==> config.mk <==
export PLATFORM = sky130hd
export DESIGN_NAME = game_ctrl_fsm_flat
export DESIGN_NICKNAME = d
export VERILOG_FILES = /design/src/rtl/game_ctrl_fsm_pkg.sv /design/src/rtl/game_ctrl_fsm_if.sv /design/src/rtl/game_ctrl_fsm_key_edge.sv /design/src/rtl/game_ctrl_fsm.sv /design/src/flat_wrapper.sv
export SDC_FILE = /design/constraint.sdc
export NUM_CORES = 1
export LEC_CHECK = 0
export CAP_MARGIN = 15
export CORE_ASPECT_RATIO = 2
export CORE_MARGIN = 3
export CORE_UTILIZATION = 52
export DETAILED_ROUTE_END_ITERATION = 6
export GPL_ROUTABILITY_DRIVEN = 0
export PLACE_DENSITY = 0.78
export SKIP_LAST_GASP = 1
export SYNTH_ARGS = -nofsm -noshare
export SYNTH_HDL_FRONTEND = slang
export SYNTH_HIERARCHICAL = 1
export SYNTH_SLANG_ARGS = --single-unit
==> constraint.sdc <==
create_clock -name clk -period 2.7 [get_ports clk]
set_input_delay 0.54 -clock clk [delete_from_list [all_inputs] [get_ports clk]]
set_output_delay 0.54 -clock clk [all_outputs]
set_load 0.05 [all_outputs]
==> src/rtl/game_ctrl_fsm_pkg.sv <==
// Shared types and constants for the game controller.
// States are listed in game_state_t; key codes match the keyboard scan table.
package game_pkg;

  typedef enum logic [2:0] {
    GS_IDLE     = 3'd0,
    GS_START    = 3'd1,
    GS_PLAY     = 3'd2,
    GS_RESPAWN  = 3'd3,
    GS_LEVEL_UP = 3'd4,
    GS_PAUSE    = 3'd5,
    GS_OVER     = 3'd6,
    GS_WON      = 3'd7
  } game_state_t;

  localparam logic [7:0] KEY_SPACE = 8'd44;
  localparam logic [7:0] KEY_P     = 8'd19;

  // Saturating decrement so a hit can never wrap lives below zero.
  function automatic logic [3:0] lives_after_hit(input logic [3:0] lives);
    return (lives > 4'd1) ? (lives - 4'd1) : 4'd0;
  endfunction

endpackage

==> src/rtl/game_ctrl_fsm_if.sv <==
// Game controller I/O bundle: key/event inputs and status outputs.
// The bench or host side uses master, the controller uses slave.
interface game_ctrl_fsm_if;

  logic [7:0] keycode;
  logic       player_hit;
  logic       wave_cleared;
  logic       start;
  logic       level_start;
  logic       is_playing;
  logic       is_paused;
  logic       is_finished;
  logic       is_won;
  logic [3:0] lives;
  logic [3:0] level;

  modport master (
    output keycode, player_hit, wave_cleared,
    input  start, level_start, is_playing, is_paused, is_finished, is_won,
           lives, level
  );

  modport slave (
    input  keycode, player_hit, wave_cleared,
    output start, level_start, is_playing, is_paused, is_finished, is_won,
           lives, level
  );

endinterface

==> src/rtl/game_ctrl_fsm_key_edge.sv <==
// Key press detector: flags a new nonzero keycode once; held keys never repeat.
// Suppressed for the first cycle after reset so a key held through reset is ignored.
module key_edge (
  input  logic       clk,
  input  logic       reset,
  input  logic [7:0] keycode,
  output logic       key_evt,
  output logic [7:0] key_val
);

  logic [7:0] r_key_prev;
  logic       r_armed;

  always_ff @(posedge clk) begin
    if (reset) begin
      r_key_prev <= 8'd0;
      r_armed    <= 1'b0;
    end else begin
      r_key_prev <= keycode;
      r_armed    <= 1'b1;
    end
  end

  assign key_evt = r_armed && (keycode != 8'd0) && (keycode != r_key_prev);
  assign key_val = keycode;

endmodule

==> src/rtl/game_ctrl_fsm.sv <==
// Game flow controller: lives, levels, respawn timer and end states.
// Define GAME_PAUSE_EN to add the PAUSE_KEY-toggled PAUSE state.
//
//   state    | meaning
//   IDLE     | waiting for any key press
//   START    | one-cycle new-game setup, start + level_start pulse
//   PLAY     | active play, hits and wave clears processed
//   RESPAWN  | RESPAWN_CYCLES cooldown after a non-fatal hit
//   LEVEL_UP | one-cycle level advance, level_start pulse
//   PAUSE    | play frozen until PAUSE_KEY pressed again
//   OVER     | lives exhausted, waits for START_KEY
//   WON      | last level cleared, waits for START_KEY
module game_ctrl_fsm
  import game_pkg::*;
#(
  parameter int unsigned NUM_LIVES      = 3,
  parameter int unsigned NUM_LEVELS     = 4,
  parameter int unsigned RESPAWN_CYCLES = 60,
  parameter logic [7:0]  START_KEY      = KEY_SPACE,
  parameter logic [7:0]  PAUSE_KEY      = KEY_P
) (
  input logic          clk,
  input logic          reset,
  game_ctrl_fsm_if.slave bus
);

  localparam int CNT_W = (RESPAWN_CYCLES > 1) ? $clog2(RESPAWN_CYCLES) : 1;
  localparam logic [CNT_W-1:0] CNT_LAST   = CNT_W'(RESPAWN_CYCLES - 1);
  localparam logic [3:0]       LIVES_INIT = 4'(NUM_LIVES);
  localparam logic [3:0]       LEVEL_LAST = 4'(NUM_LEVELS - 1);

  localparam logic [2:0] S_IDLE     = GS_IDLE;
  localparam logic [2:0] S_START    = GS_START;
  localparam logic [2:0] S_PLAY     = GS_PLAY;
  localparam logic [2:0] S_RESPAWN  = GS_RESPAWN;
  localparam logic [2:0] S_LEVEL_UP = GS_LEVEL_UP;
  localparam logic [2:0] S_PAUSE    = GS_PAUSE;
  localparam logic [2:0] S_OVER     = GS_OVER;
  localparam logic [2:0] S_WON      = GS_WON;

`ifdef GAME_PAUSE_EN
  localparam bit PAUSE_EN = 1'b1;
`else
  localparam bit PAUSE_EN = 1'b0;
`endif

  logic             w_key_evt;
  logic [7:0]       w_key_val;
  logic             w_start_evt;
  logic             w_pause_evt;
  logic [2:0]       r_state, w_state_nxt;
  logic [3:0]       r_lives, w_lives_nxt;
  logic [3:0]       r_level, w_level_nxt;
  logic [CNT_W-1:0] r_cnt, w_cnt_nxt;
  logic             r_start, r_level_start;
  logic             r_playing, r_finished, r_won;

  key_edge u_key_edge (
    .clk     (clk),
    .reset   (reset),
    .keycode (bus.keycode),
    .key_evt (w_key_evt),
    .key_val (w_key_val)
  );

  assign w_start_evt = w_key_evt && (w_key_val == START_KEY);
  assign w_pause_evt = PAUSE_EN && w_key_evt && (w_key_val == PAUSE_KEY);

  always_comb begin
    w_state_nxt = r_state;
    w_lives_nxt = r_lives;
    w_level_nxt = r_level;
    w_cnt_nxt   = r_cnt;
    case (r_state)
      S_IDLE: begin
        if (w_key_evt) begin
          w_state_nxt = S_START;
          w_lives_nxt = LIVES_INIT;
          w_level_nxt = 4'd0;
        end
      end
      S_START:    w_state_nxt = S_PLAY;
      // A hit outranks a simultaneous wave clear; the clear is dropped.
      S_PLAY: begin
        if (bus.player_hit) begin
          w_lives_nxt = lives_after_hit(r_lives);
          w_state_nxt = (r_lives > 4'd1) ? S_RESPAWN : S_OVER;
          w_cnt_nxt   = '0;
        end else if (bus.wave_cleared) begin
          if (r_level >= LEVEL_LAST) begin
            w_state_nxt = S_WON;
          end else begin
            w_state_nxt = S_LEVEL_UP;
            w_level_nxt = r_level + 4'd1;
          end
        end else if (w_pause_evt) begin
          w_state_nxt = S_PAUSE;
        end
      end
      S_RESPAWN: begin
        if (r_cnt == CNT_LAST) begin
          w_state_nxt = S_PLAY;
          w_cnt_nxt   = '0;
        end else begin
          w_cnt_nxt = r_cnt + CNT_W'(1);
        end
      end
      S_LEVEL_UP: w_state_nxt = S_PLAY;
      S_PAUSE: begin
        if (w_pause_evt) w_state_nxt = S_PLAY;
      end
      S_OVER, S_WON: begin
        if (w_start_evt) begin
          w_state_nxt = S_START;
          w_lives_nxt = LIVES_INIT;
          w_level_nxt = 4'd0;
        end
      end
      default:    w_state_nxt = S_IDLE;
    endcase
  end

  // Status outputs are registered from the next state so they line up with r_state.
  always_ff @(posedge clk) begin
    if (reset) begin
      r_state       <= S_IDLE;
      r_lives       <= 4'd0;
      r_level       <= 4'd0;
      r_cnt         <= '0;
      r_start       <= 1'b0;
      r_level_start <= 1'b0;
      r_playing     <= 1'b0;
      r_finished    <= 1'b0;
      r_won         <= 1'b0;
    end else begin
      r_state       <= w_state_nxt;
      r_lives       <= w_lives_nxt;
      r_level       <= w_level_nxt;
      r_cnt         <= w_cnt_nxt;
      r_start       <= (w_state_nxt == S_START);
      r_level_start <= (w_state_nxt == S_START) || (w_state_nxt == S_LEVEL_UP);
      r_playing     <= (w_state_nxt == S_PLAY);
      r_finished    <= (w_state_nxt == S_OVER);
      r_won         <= (w_state_nxt == S_WON);
    end
  end

`ifdef GAME_PAUSE_EN
  logic r_paused;

  always_ff @(posedge clk) begin
    if (reset) r_paused <= 1'b0;
    else       r_paused <= (w_state_nxt == S_PAUSE);
  end

  assign bus.is_paused = r_paused;
`else
  assign bus.is_paused = 1'b0;
`endif

  assign bus.start       = r_start;
  assign bus.level_start = r_level_start;
  assign bus.is_playing  = r_playing;
  assign bus.is_finished = r_finished;
  assign bus.is_won      = r_won;
  assign bus.lives       = r_lives;
  assign bus.level       = r_level;

endmodule

==> src/flat_wrapper.sv <==
// flat-port wrapper written by rule: the top's interface ports become plain ports
module game_ctrl_fsm_flat import game_pkg::*;
#(
  parameter int unsigned NUM_LIVES      = 3,
  parameter int unsigned NUM_LEVELS     = 4,
  parameter int unsigned RESPAWN_CYCLES = 60,
  parameter logic [7:0]  START_KEY      = KEY_SPACE,
  parameter logic [7:0]  PAUSE_KEY      = KEY_P
)
  (clk, reset, bus_keycode, bus_player_hit, bus_wave_cleared, bus_start, bus_level_start, bus_is_playing, bus_is_paused, bus_is_finished, bus_is_won, bus_lives, bus_level);
  game_ctrl_fsm_if bus_i ();
  input logic clk;
  input logic reset;
  input wire logic [$bits(bus_i.keycode)-1:0] bus_keycode;
  input wire logic [$bits(bus_i.player_hit)-1:0] bus_player_hit;
  input wire logic [$bits(bus_i.wave_cleared)-1:0] bus_wave_cleared;
  output wire logic [$bits(bus_i.start)-1:0] bus_start;
  output wire logic [$bits(bus_i.level_start)-1:0] bus_level_start;
  output wire logic [$bits(bus_i.is_playing)-1:0] bus_is_playing;
  output wire logic [$bits(bus_i.is_paused)-1:0] bus_is_paused;
  output wire logic [$bits(bus_i.is_finished)-1:0] bus_is_finished;
  output wire logic [$bits(bus_i.is_won)-1:0] bus_is_won;
  output wire logic [$bits(bus_i.lives)-1:0] bus_lives;
  output wire logic [$bits(bus_i.level)-1:0] bus_level;
  assign bus_i.keycode = bus_keycode;
  assign bus_i.player_hit = bus_player_hit;
  assign bus_i.wave_cleared = bus_wave_cleared;
  assign bus_start = bus_i.start;
  assign bus_level_start = bus_i.level_start;
  assign bus_is_playing = bus_i.is_playing;
  assign bus_is_paused = bus_i.is_paused;
  assign bus_is_finished = bus_i.is_finished;
  assign bus_is_won = bus_i.is_won;
  assign bus_lives = bus_i.lives;
  assign bus_level = bus_i.level;
  game_ctrl_fsm #(.NUM_LIVES(NUM_LIVES), .NUM_LEVELS(NUM_LEVELS), .RESPAWN_CYCLES(RESPAWN_CYCLES), .START_KEY(START_KEY), .PAUSE_KEY(PAUSE_KEY)) u_core (.clk(clk), .reset(reset), .bus(bus_i));
endmodule
==> impl_results.md, run 1 <==
* Status: finished clean
* Top post-synthesis cells by area: dfxtp_1 38%, buf_4 5.6%, nor2_1 5.6%, xor2_1 4.9%, nor2b_1 4.6%
* Post-synthesis instance total at 188
* Slew Viols, Final at 0
* Core region area at 2980 sq um
* Post-CTS Hold Buffers at 0
* Commonest cells post-synth: 31 x dfxtp_1, 24 x nor2_1, 12 x buf_4, 12 x nor2b_1, 11 x nand2_1
* Placed cell count at 238
* # fillers at 253
* Req. time, crit path at 2.88 ns
* Routed Antenna Nets at 0
* Place WS at -0.339 ns
* Mapped Avg Cell Area at 8.61 sq um
* Lkg Pwr at 0.791 nW
* Post-Syn Nets at 204
* Synth warnings at 6
* Die area at 3860 sq um
* Cell repeated most along the worst path: buf_4
* Global route overflow at 0
* Share of cells above drive strength 1 at 0.138
* Clock skew at 0.00182 ns
* Fin Hold WS at 0.451 ns
* Largest area contributor in the netlist: dfxtp_1
* Worst-path fanout max at 4
* RSZ-0062 raised after global routing: false
* Synth unique cells at 47
* Total CTS buffers at 5
* Clk_lat worst skew at 0.28 ns
* Asr flop ratio synth at 0
* Vias at 1447
* First-pass GRT wire length at 6380 um
* Reg2Reg Setup Slack at 0.42 ns
* Fin. Hold Viols at 0
* Detailed Route Iter0 Violations at 37
* CTS clk-pin slew, worst paths at 0.06 ns
* Synth Register Bits at 31
* IO Port Bufs at 24
* Die Width at 45.5 um
* CP peak stage delay at 0.55 ns
* Root Buffer: clkbuf_8
* PwrDens at 671 nW/um^2
* Peak supply drop at 0.000466 V
* Deepest clock path buffer count at 2
* Starting Density at 0.544
* Post-route clock period utilization at 0.963
* Ports at 26
* Crit Path Class: in -> reg
* Netlist Area Pre-Place at 1620 sq um
* Initial antenna violation count at 0
* TritonCTS Sinks at 31
* Largest net degree at the start of global routing at 20
* Worst slew margin at 0.577
* First-pass DRT Iterations at 4
* Wire per inst at 15.4 um
* CTS tree: yes
* Post-synth top area share at 0.383
* Vias in the first global route at 1509
* Max Clock Freq at 0.384 GHz
* Post-route setup slack at 0.0989 ns
* Area delta synth->final at 23.6%
* Crit end category: flop
* Top-count cell post-synth: dfxtp_1
* # nets final at 232
* DP HPWL at 2920 um
* Least-Margin Pin Slew at 0.634 ns
* WL final at 3790 um
* Critical path's slowest cell: or4_1
* Power, Total at 1.34 mW
* Startpoint types: input pin
* Critical Path AT at 2.78 ns
* CTS H-Tree Depth at 2
* All-layer global routing usage at 0.220
* EDFF count, synth at 0
* Diodes inserted at 0
* Fin cells at 247
* Util after Layout at 0.672
* Rows at 28
* Prevailing post-synth register cell: dfxtp_1
* Hold Startpoint: u_core/bus.level[2]$_SDFFE_PP0P_
* HP Class: reg -> reg
* DRC at 0
* Tmin final at 2.60 ns
* Origin of the critical flop-to-flop path: u_core/u_key_edge/r_key_prev[7]$_SDFF_PP0_
* Crit path launch: bus_keycode[3]
* # setup viols final at 0
* Die Y at 84.9 um
* Routed vias/inst at 5.86
* Total of max-cap violations at 0
* Seq/Total Area, Yosys at 0.383
* CP cell instances: dlygate4sd2_1 > or4_1 > o21ai_1 > a21oi_1 > buf_4 > buf_4 > nor3b_1 > a311oi_1 > o22a_1 > nor2_1 > and3_1
-- layout make-up --
| type | count | area [sq um] | area share |
|---|---|---|---|
| clock buffer | 6 | 82.6 | 0.0413 |
| sequential | 31 | 621 | 0.310 |
| timing repair buffer | 36 | 320 | 0.160 |
| multi-input combinational | 135 | 880 | 0.439 |
| clock inverter | 2 | 35.0 | 0.0175 |
| tap | 30 | 37.5 | 0.0188 |
| inverter | 7 | 26.3 | 0.0131 |
-- metrics by stage --
stage / cell area (sq um) / setup TNS, ns
after global placement: 1880 / -2.79
final: 2000 / 0
after floorplan: 1620 / 0
after detailed placement: 1880 / -3.76
after CTS: 2000 / 0
after global routing: 2000 / 0
-- state kept, by name (all words and copies together), names as in the netlist --
register	flops
u_core/r_cnt	6
u_core/bus.lives	4
u_core/bus.is_won	1
u_core/u_key_edge/r_armed	1
u_core/bus.level_start	1
u_core/bus.is_finished	1
u_core/bus.is_playing	1
u_core/r_state	3
u_core/u_key_edge/r_key_prev	8
u_core/bus.level	4
u_core/bus.start	1
-- per-layer routing --
layer	vias up	track usage	share of wire
li1	716	-	-
met1	671	0.206	0.34
met2	46	0.405	0.59
met3	14	0.0467	0.047
met4	0	0.115	0.026
met5	-	0	0
-- worst max-delay path: cells and delay by family --
family | cells | cell delay, ns
AO/OA/AOI/OAI | 4 | 0.72
AND/OR/NAND/NOR | 4 | 0.95
buffers and inverters | 3 | 0.56
-- path summary, 6_finish.rpt --
path | to | depth (start not counted)
hold / removal | u_core/bus.level[2]$_SDFFE_PP0P_ | 2
setup / recovery | u_core/bus.start$_SDFF_PP0_ | 11
setup reg to reg | u_core/bus.start$_SDFF_PP0_ | 10
hold reg to reg | u_core/bus.level[2]$_SDFFE_PP0P_ | 2
-- cells in the final DEF, fill, tap and decap left out, drive strengths merged, types with 2 or more instances in the layout --
cell / instances
nand2: 11
mux2i: 2
nor3b: 3
or4: 2
and2: 3
nor4: 6
nand3: 5
ha: 4
a211oi: 4
a21oi: 10
xor2: 9
nor2b: 12
a32oi: 2
o21ai: 5
nor2: 24
inv: 7
clkdlybuf4s50: 16
buf: 12
a22oi: 2
clkbuf: 6
dfxtp: 31
dlygate4sd2: 8
nor3: 8
and3: 2
a311oi: 4
-- kinds of logic (layout without fill, tap and decap cells) --
family          count (synthesis)  count (layout)  share of synthesized area
other cells                     1               1                    0.00232
xor+xnor                        9               9                     0.0487
fa+ha+maj                       4               4                     0.0309
simple gates                   82              82                      0.278
flops                          31              31                      0.383
compound gates                 37              37                      0.165
mux                             2               2                     0.0124
buf+inv                        22              51                     0.0796
-- repair_timing --
action / 4_1_cts / 5_1_grt
gates resized for setup: 10 / 0
setup buffers: 1 / 0
pin swaps: 7 / 1
setup endpoints to repair: 7 / 5
-- report_power, final --
group / switching, mW / internal (mW) / total (mW)
Clock: 0.168 / 0.298 / 0.466
Sequential: 0.0408 / 0.488 / 0.528
Combinational: 0.206 / 0.143 / 0.349
Total: 0.414 / 0.929 / 1.34
No activity file was read; power rests on OpenSTA's default activity.
==> run 2: changes to the inputs <==
--- a/config.mk
+++ b/config.mk
@@ -7,7 +7,7 @@
 export LEC_CHECK = 0
 export CAP_MARGIN = 15
 export CORE_ASPECT_RATIO = 2
-export CORE_MARGIN = 3
+export CORE_MARGIN = 4
 export CORE_UTILIZATION = 52
 export DETAILED_ROUTE_END_ITERATION = 6
 export GPL_ROUTABILITY_DRIVEN = 0
==> impl_results.md, run 2 (same netlist as run 1, synthesis figures left out) <==
* Root Buffer: clkbuf_8
* Routed Antenna Nets at 0
* DRC at 0
* Deepest clock path buffer count at 2
* Lkg Pwr at 0.805 nW
* Req. time, crit path at 2.90 ns
* Ports at 26
* Clock skew at 0.00228 ns
* Wire per inst at 15.0 um
* Die area at 4120 sq um
* IO Port Bufs at 24
* Largest register by flop count: u_core/u_key_edge/r_key_prev
* Max Clock Freq at 0.397 GHz
* HP Class: reg -> reg
* All-layer global routing usage at 0.205
* Worst-path fanout max at 5
* Most frequent cells in the layout: 31 x dfxtp_1, 24 x nor2_1, 16 x clkdlybuf4s50_1, 15 x buf_4, 12 x nor2b_1
* Total of max-cap violations at 0
* NetSw at 0.405 mW
* Total CTS buffers at 5
* Vias in the first global route at 1495
* Fin cells at 250
* Vias at 1468
* Worst slew margin at 0.571
* First-pass GRT wire length at 6170 um
* RSZ-0062 raised after global routing: false
* Die Y at 86.9 um
* Rows at 28
* Share of cells above drive strength 1 at 0.145
* Commonest non-fill, non-tap cell in the layout: dfxtp_1
* Int Pwr at 0.934 mW
* Startpoint types: input pin
* Fin. Hold Viols at 0
* Starting Density at 0.544
* Crit Path Class: in -> reg
* Regs by FF count: u_core/u_key_edge/r_key_prev x8, u_core/r_cnt x6
* Detailed Route Iter0 Violations at 68
* Slew Viols, Final at 0
* PwrDens at 663 nW/um^2
* First-pass DRT Iterations at 4
* Least-Margin Pin Slew at 0.642 ns
* CTS tree: yes
* Clk_lat worst skew at 0.27 ns
* Number of flip-flops in the largest register at 8
* Routed vias/inst at 5.87
* Tmin final at 2.52 ns
* TritonCTS Sinks at 31
* Largest net degree at the start of global routing at 20
* Diodes inserted at 0
* Clock power frac at 0.344
* Status: finished clean
* Combinational fraction of design power at 0.263
* Global route overflow at 0
* CTS H-Tree Depth at 2
* Die Width at 47.5 um
* # setup viols final at 0
* # fillers at 256
* Reg power frac at 0.394
* Critical Path AT at 2.72 ns
* Crit end category: flop
* Core region area at 2980 sq um
* DP HPWL at 2830 um
* # nets final at 235
* Peak supply drop at 0.000519 V
* WL final at 3740 um
* Post-CTS Hold Buffers at 0
* Post-route setup slack at 0.179 ns
* Place WS at -0.329 ns
* CTS clk-pin slew, worst paths at 0.06 ns
* Switching share of power at 0.303
* Initial antenna violation count at 0
* Post-route clock period utilization at 0.934
* Area delta synth->final at 24.7%
* Placed cell count at 241
[run 2: what timing repair did]
action                     4_1_cts  5_1_grt
resized for setup                9        0
pin swaps                        6        2
setup buffers                    1        0
setup endpoints to repair        7        6
[run 2: power by group through the flow]
| stage | sequential, mW | clock, mW | combinational (mW) |
|---|---|---|---|
| after floorplan | 0.568 | 0 | 0.203 |
| after global placement | 0.535 | 0 | 0.344 |
| after global routing | 0.532 | 0.492 | 0.388 |
| after CTS | 0.527 | 0.469 | 0.352 |
| final | 0.527 | 0.460 | 0.352 |
| after detailed placement | 0.536 | 0 | 0.352 |
[run 2: layout make-up]
class                   instances  area [sq um]  area share
multi-input cells             135           875       0.433
flip-flops and latches         31           621       0.307
repair buffers                 39           343       0.170
clock buffers                   6          82.6      0.0409
well taps                      30          37.5      0.0186
clock inverters                 2          35.0      0.0173
inverters                       7          26.3      0.0130
[run 2: worst paths after layout]
kind | from | endpoint | slack [ns] | cells past startpoint
setup / recovery | bus_keycode[7] | u_core/bus.level[1]$_SDFFE_PP0P_ | 0.18 | 10
hold / removal | u_core/bus.level[3]$_SDFFE_PP0P_ | u_core/bus.level[3]$_SDFFE_PP0P_ | 0.46 | 2
setup reg to reg | u_core/u_key_edge/r_key_prev[3]$_SDFF_PP0_ | u_core/bus.level[0]$_SDFFE_PP0P_ | 0.46 | 9
hold reg to reg | u_core/bus.level[3]$_SDFFE_PP0P_ | u_core/bus.level[3]$_SDFFE_PP0P_ | 0.46 | 2
[run 2: metal layers]
metal / vias up / part of all wire / track usage
met1: 669 / 0.32 / 0.176
met2: 63 / 0.58 / 0.400
met3: 20 / 0.064 / 0.0518
met4: 0 / 0.026 / 0.0806
met5: - / 0 / 0
li1: 716 / - / -
[run 2: critical path, cell delays in order]
cell and delay, ns:
dlygate4sd2_1 0.26, or4_1 0.54, o21ai_1 0.15, a21oi_1 0.07, or3b_4 0.27, nor4_4 0.05, a221o_2 0.40, and2_1 0.18
nand2b_1 0.15, a21oi_1 0.12
[run 2: stage by stage]
step           area [sq um]  hold slack (ns)  setup TNS [ns]  utilization  power, mW
6_report               2020            0.462               0        0.678       1.34
5_1_grt                2020            0.484               0        0.678       1.41
4_1_cts                2020            0.461               0        0.678       1.35
3_5_place_dp           1900            0.451           -3.78        0.638      0.888
3_3_place_gp           1900            0.437           -2.61        0.638      0.879
2_1_floorplan          1620            0.471               0            -      0.772
==> run 3: changes to the inputs <==
--- a/config.mk
+++ b/config.mk
@@ -5,13 +5,15 @@
 export SDC_FILE = /design/constraint.sdc
 export NUM_CORES = 1
 export LEC_CHECK = 0
+export ABC_AREA = 1
 export CAP_MARGIN = 15
 export CORE_ASPECT_RATIO = 2
 export CORE_MARGIN = 4
-export CORE_UTILIZATION = 52
+export CORE_UTILIZATION = 55
+export CTS_BUF_LIST = sky130_fd_sc_hd__clkbuf_8
 export DETAILED_ROUTE_END_ITERATION = 6
 export GPL_ROUTABILITY_DRIVEN = 0
-export PLACE_DENSITY = 0.78
+export PLACE_DENSITY = 0.81
 export SKIP_LAST_GASP = 1
 export SYNTH_ARGS = -nofsm -noshare
 export SYNTH_HDL_FRONTEND = slang
==> impl_results.md, run 3 <==
* Status: finished clean
* Asr flop ratio synth at 0
* Netlist Area Pre-Place at 1690 sq um
* TNS Setup at 0 ns
* Vias at 1613
* Worst slew margin at 0.667
* Clk_lat worst skew at 0.28 ns
* # setup viols final at 0
* Req. time, crit path at 2.90 ns
* Crit end category: flop
* Prevailing post-synth register cell: dfxtp_1
* CP peak stage delay at 0.44 ns
* CTS tree: yes
* Initial antenna violation count at 0
* Design Area, Final at 1970 sq um
* HP Class: reg -> reg
* Post-synthesis instance total at 266
* Die Y at 86.3 um
* Peak supply drop at 0.000594 V
* Ports at 26
* CTS H-Tree Depth at 2
* Critical Path AT at 2.34 ns
* Vias in the first global route at 1484
* Clock skew at 0.00280 ns
* Post-CTS Hold Buffers at 0
* Dpl cell area at 1900 sq um
* Fin. Hold Viols at 0
* Die Width at 47.2 um
* Total of max-cap violations at 0
* # nets final at 303
* Routed vias/inst at 5.10
* Routed Antenna Nets at 0
* Crit path launch: bus_keycode[5]
* DRC at 0
* Share of cells above drive strength 1 at 0.0524
* Top-count cell post-synth: nand2_1
* PwrDens at 882 nW/um^2
* Reg2Reg Setup Slack at 1.04 ns
* Regs by FF count: u_core/u_key_edge/r_key_prev x8, u_core/r_cnt x6
* Hold Startpoint: u_core/bus.level[3]$_SDFFE_PP0P_
* EDFF count, synth at 0
* Diodes inserted at 0
* Startpoint types: input pin
* Largest net degree at the start of global routing at 20
* Commonest cells post-synth: 72 x nand2_1, 47 x inv_1, 44 x nor2_1, 31 x dfxtp_1, 12 x a21oi_1
* Lkg Pwr at 0.974 nW
* Mapped Avg Cell Area at 6.35 sq um
* Crit Path Class: in -> reg
* First-pass DRT Iterations at 4
* Worst r2r path cells at 13
* Seq/Total Area, Yosys at 0.368
* CP cell instances: clkdlybuf4s50_1 > inv_1 > nand2_1 > nand2_1 > nor2_1 > nand2_1 > nor2_1 > nor2_1 > nand2_1 > nor2_1 > nand3_1 > nand2_2 > nand3_1 > nor3_1
* Post-Syn Nets at 282
* Area delta synth->final at 16.8%
* # fillers at 282
* Tmin final at 2.15 ns
* Synth warnings at 6
* Util after Layout at 0.670
* Worst-path fanout max at 9
* All-layer global routing usage at 0.198
* Max Clock Freq at 0.466 GHz
* Worst Setup EP: u_core/bus.is_playing$_SDFF_PP0_
* Origin of the critical flop-to-flop path: u_core/u_key_edge/r_key_prev[5]$_SDFF_PP0_
* First-pass GRT wire length at 5830 um
* Wire per inst at 10.9 um
* Top post-synthesis cells by area: dfxtp_1 37%, nand2_1 16%, inv_1 10%, nor2_1 9.8%, buf_4 4.0%
* Post-route clock period utilization at 0.795
* RSZ-0062 raised after global routing: false
* Least-Margin Pin Slew at 0.497 ns
* WL final at 3460 um
* Largest register by flop count: u_core/u_key_edge/r_key_prev
* Synth Register Bits at 31
* Total CTS buffers at 5
* Slew Viols, Final at 0
* Post CTS Setup Buffer Count at 0
* Commonest non-fill, non-tap cell in the layout: nand2_1
* Number of flip-flops in the largest register at 8
* DP HPWL at 2750 um
* IO Port Bufs at 24
* Core region area at 2940 sq um
* Starting Density at 0.574
* Deepest clock path buffer count at 2
* Die area at 4070 sq um
* Most frequent cells in the layout: 72 x nand2_1, 48 x inv_1, 44 x nor2_1, 31 x dfxtp_1, 24 x clkdlybuf4s50_1
* Root Buffer: clkbuf_8
* TritonCTS Sinks at 31
* CTS resizes at 0
* Global route overflow at 0
* Detailed Route Iter0 Violations at 35
* Reg2Reg Capture Point: u_core/bus.is_playing$_SDFF_PP0_
* Rows at 28
* Synth unique cells at 20
* Post-synth top area share at 0.368
* Largest area contributor in the netlist: dfxtp_1
* Critical path's slowest cell: clkdlybuf4s50_1
* CTS clk-pin slew, worst paths at 0.06 ns
* Fin Hold WS at 0.468 ns
-- run 3: cell types whose count changed after synthesis, sizes merged, moves of 8 or more --
cell	delta
nand2	+63
inv	+40
nor2	+23
nor2b	-12
nand3	+8
-- run 3: layout make-up --
cell class / count / area, sq um / area share
clock buffer: 5 / 68.8 / 0.0349
multi-input combinational: 177 / 816 / 0.414
inverter: 47 / 176 / 0.0895
sequential: 31 / 621 / 0.315
clock inverter: 1 / 3.75 / 0.00190
timing repair buffer: 25 / 248 / 0.126
tap: 30 / 37.5 / 0.0190
-- run 3: per-layer routing --
layer  track usage  wire length (um)  up-vias
met3        0.0395               115       12
li1              -                 -      847
met5             0                 0        -
met2         0.379              1950       29
met4         0.118               148        0
met1         0.164              1240      725
-- run 3: cells by family after synthesis --
family          synth area share
compound gates            0.0712
xor+xnor                  0.0104
fa+ha+maj                 0.0297
buf+inv                    0.149
flops                      0.368
other cells              0.00222
simple gates               0.370
-- run 3: per-stage QoR --
step | power [mW] | setup WS [ns] | cells
global placement | 1.42 | 0.310 | 310
detailed placement | 1.43 | 0.278 | 310
CTS | 1.76 | 0.557 | 316
floorplan | 1.22 | 0.952 | 266
finish | 1.74 | 0.554 | 316
global route | 1.88 | 0.266 | 316
-- run 3: worst max-delay path, delay by kind of cell --
family / cells / cell delay (ns)
buffers and inverters: 2 / 0.55
AND/OR/NAND/NOR: 12 / 1.24
-- run 3: power breakdown --
group          switching (mW)  total (mW)  leakage [nW]  internal, mW
registers              0.0629       0.594         0.255         0.531
logic                   0.549       0.824         0.679         0.276
clock network           0.152       0.320        0.0413         0.167
total                   0.764        1.74         0.974         0.974
-- run 3: worst min path at each step --
stage	end	cells after the start
after floorplan	u_core/r_cnt[0]$_SDFFE_PP0P_	1
after global placement	u_core/bus.level[3]$_SDFFE_PP0P_	2
after detailed placement	u_core/bus.level[3]$_SDFFE_PP0P_	2
after CTS	u_core/bus.level[3]$_SDFFE_PP0P_	2
after global routing	u_core/bus.level[2]$_SDFFE_PP0P_	2
final	u_core/bus.level[3]$_SDFFE_PP0P_	2
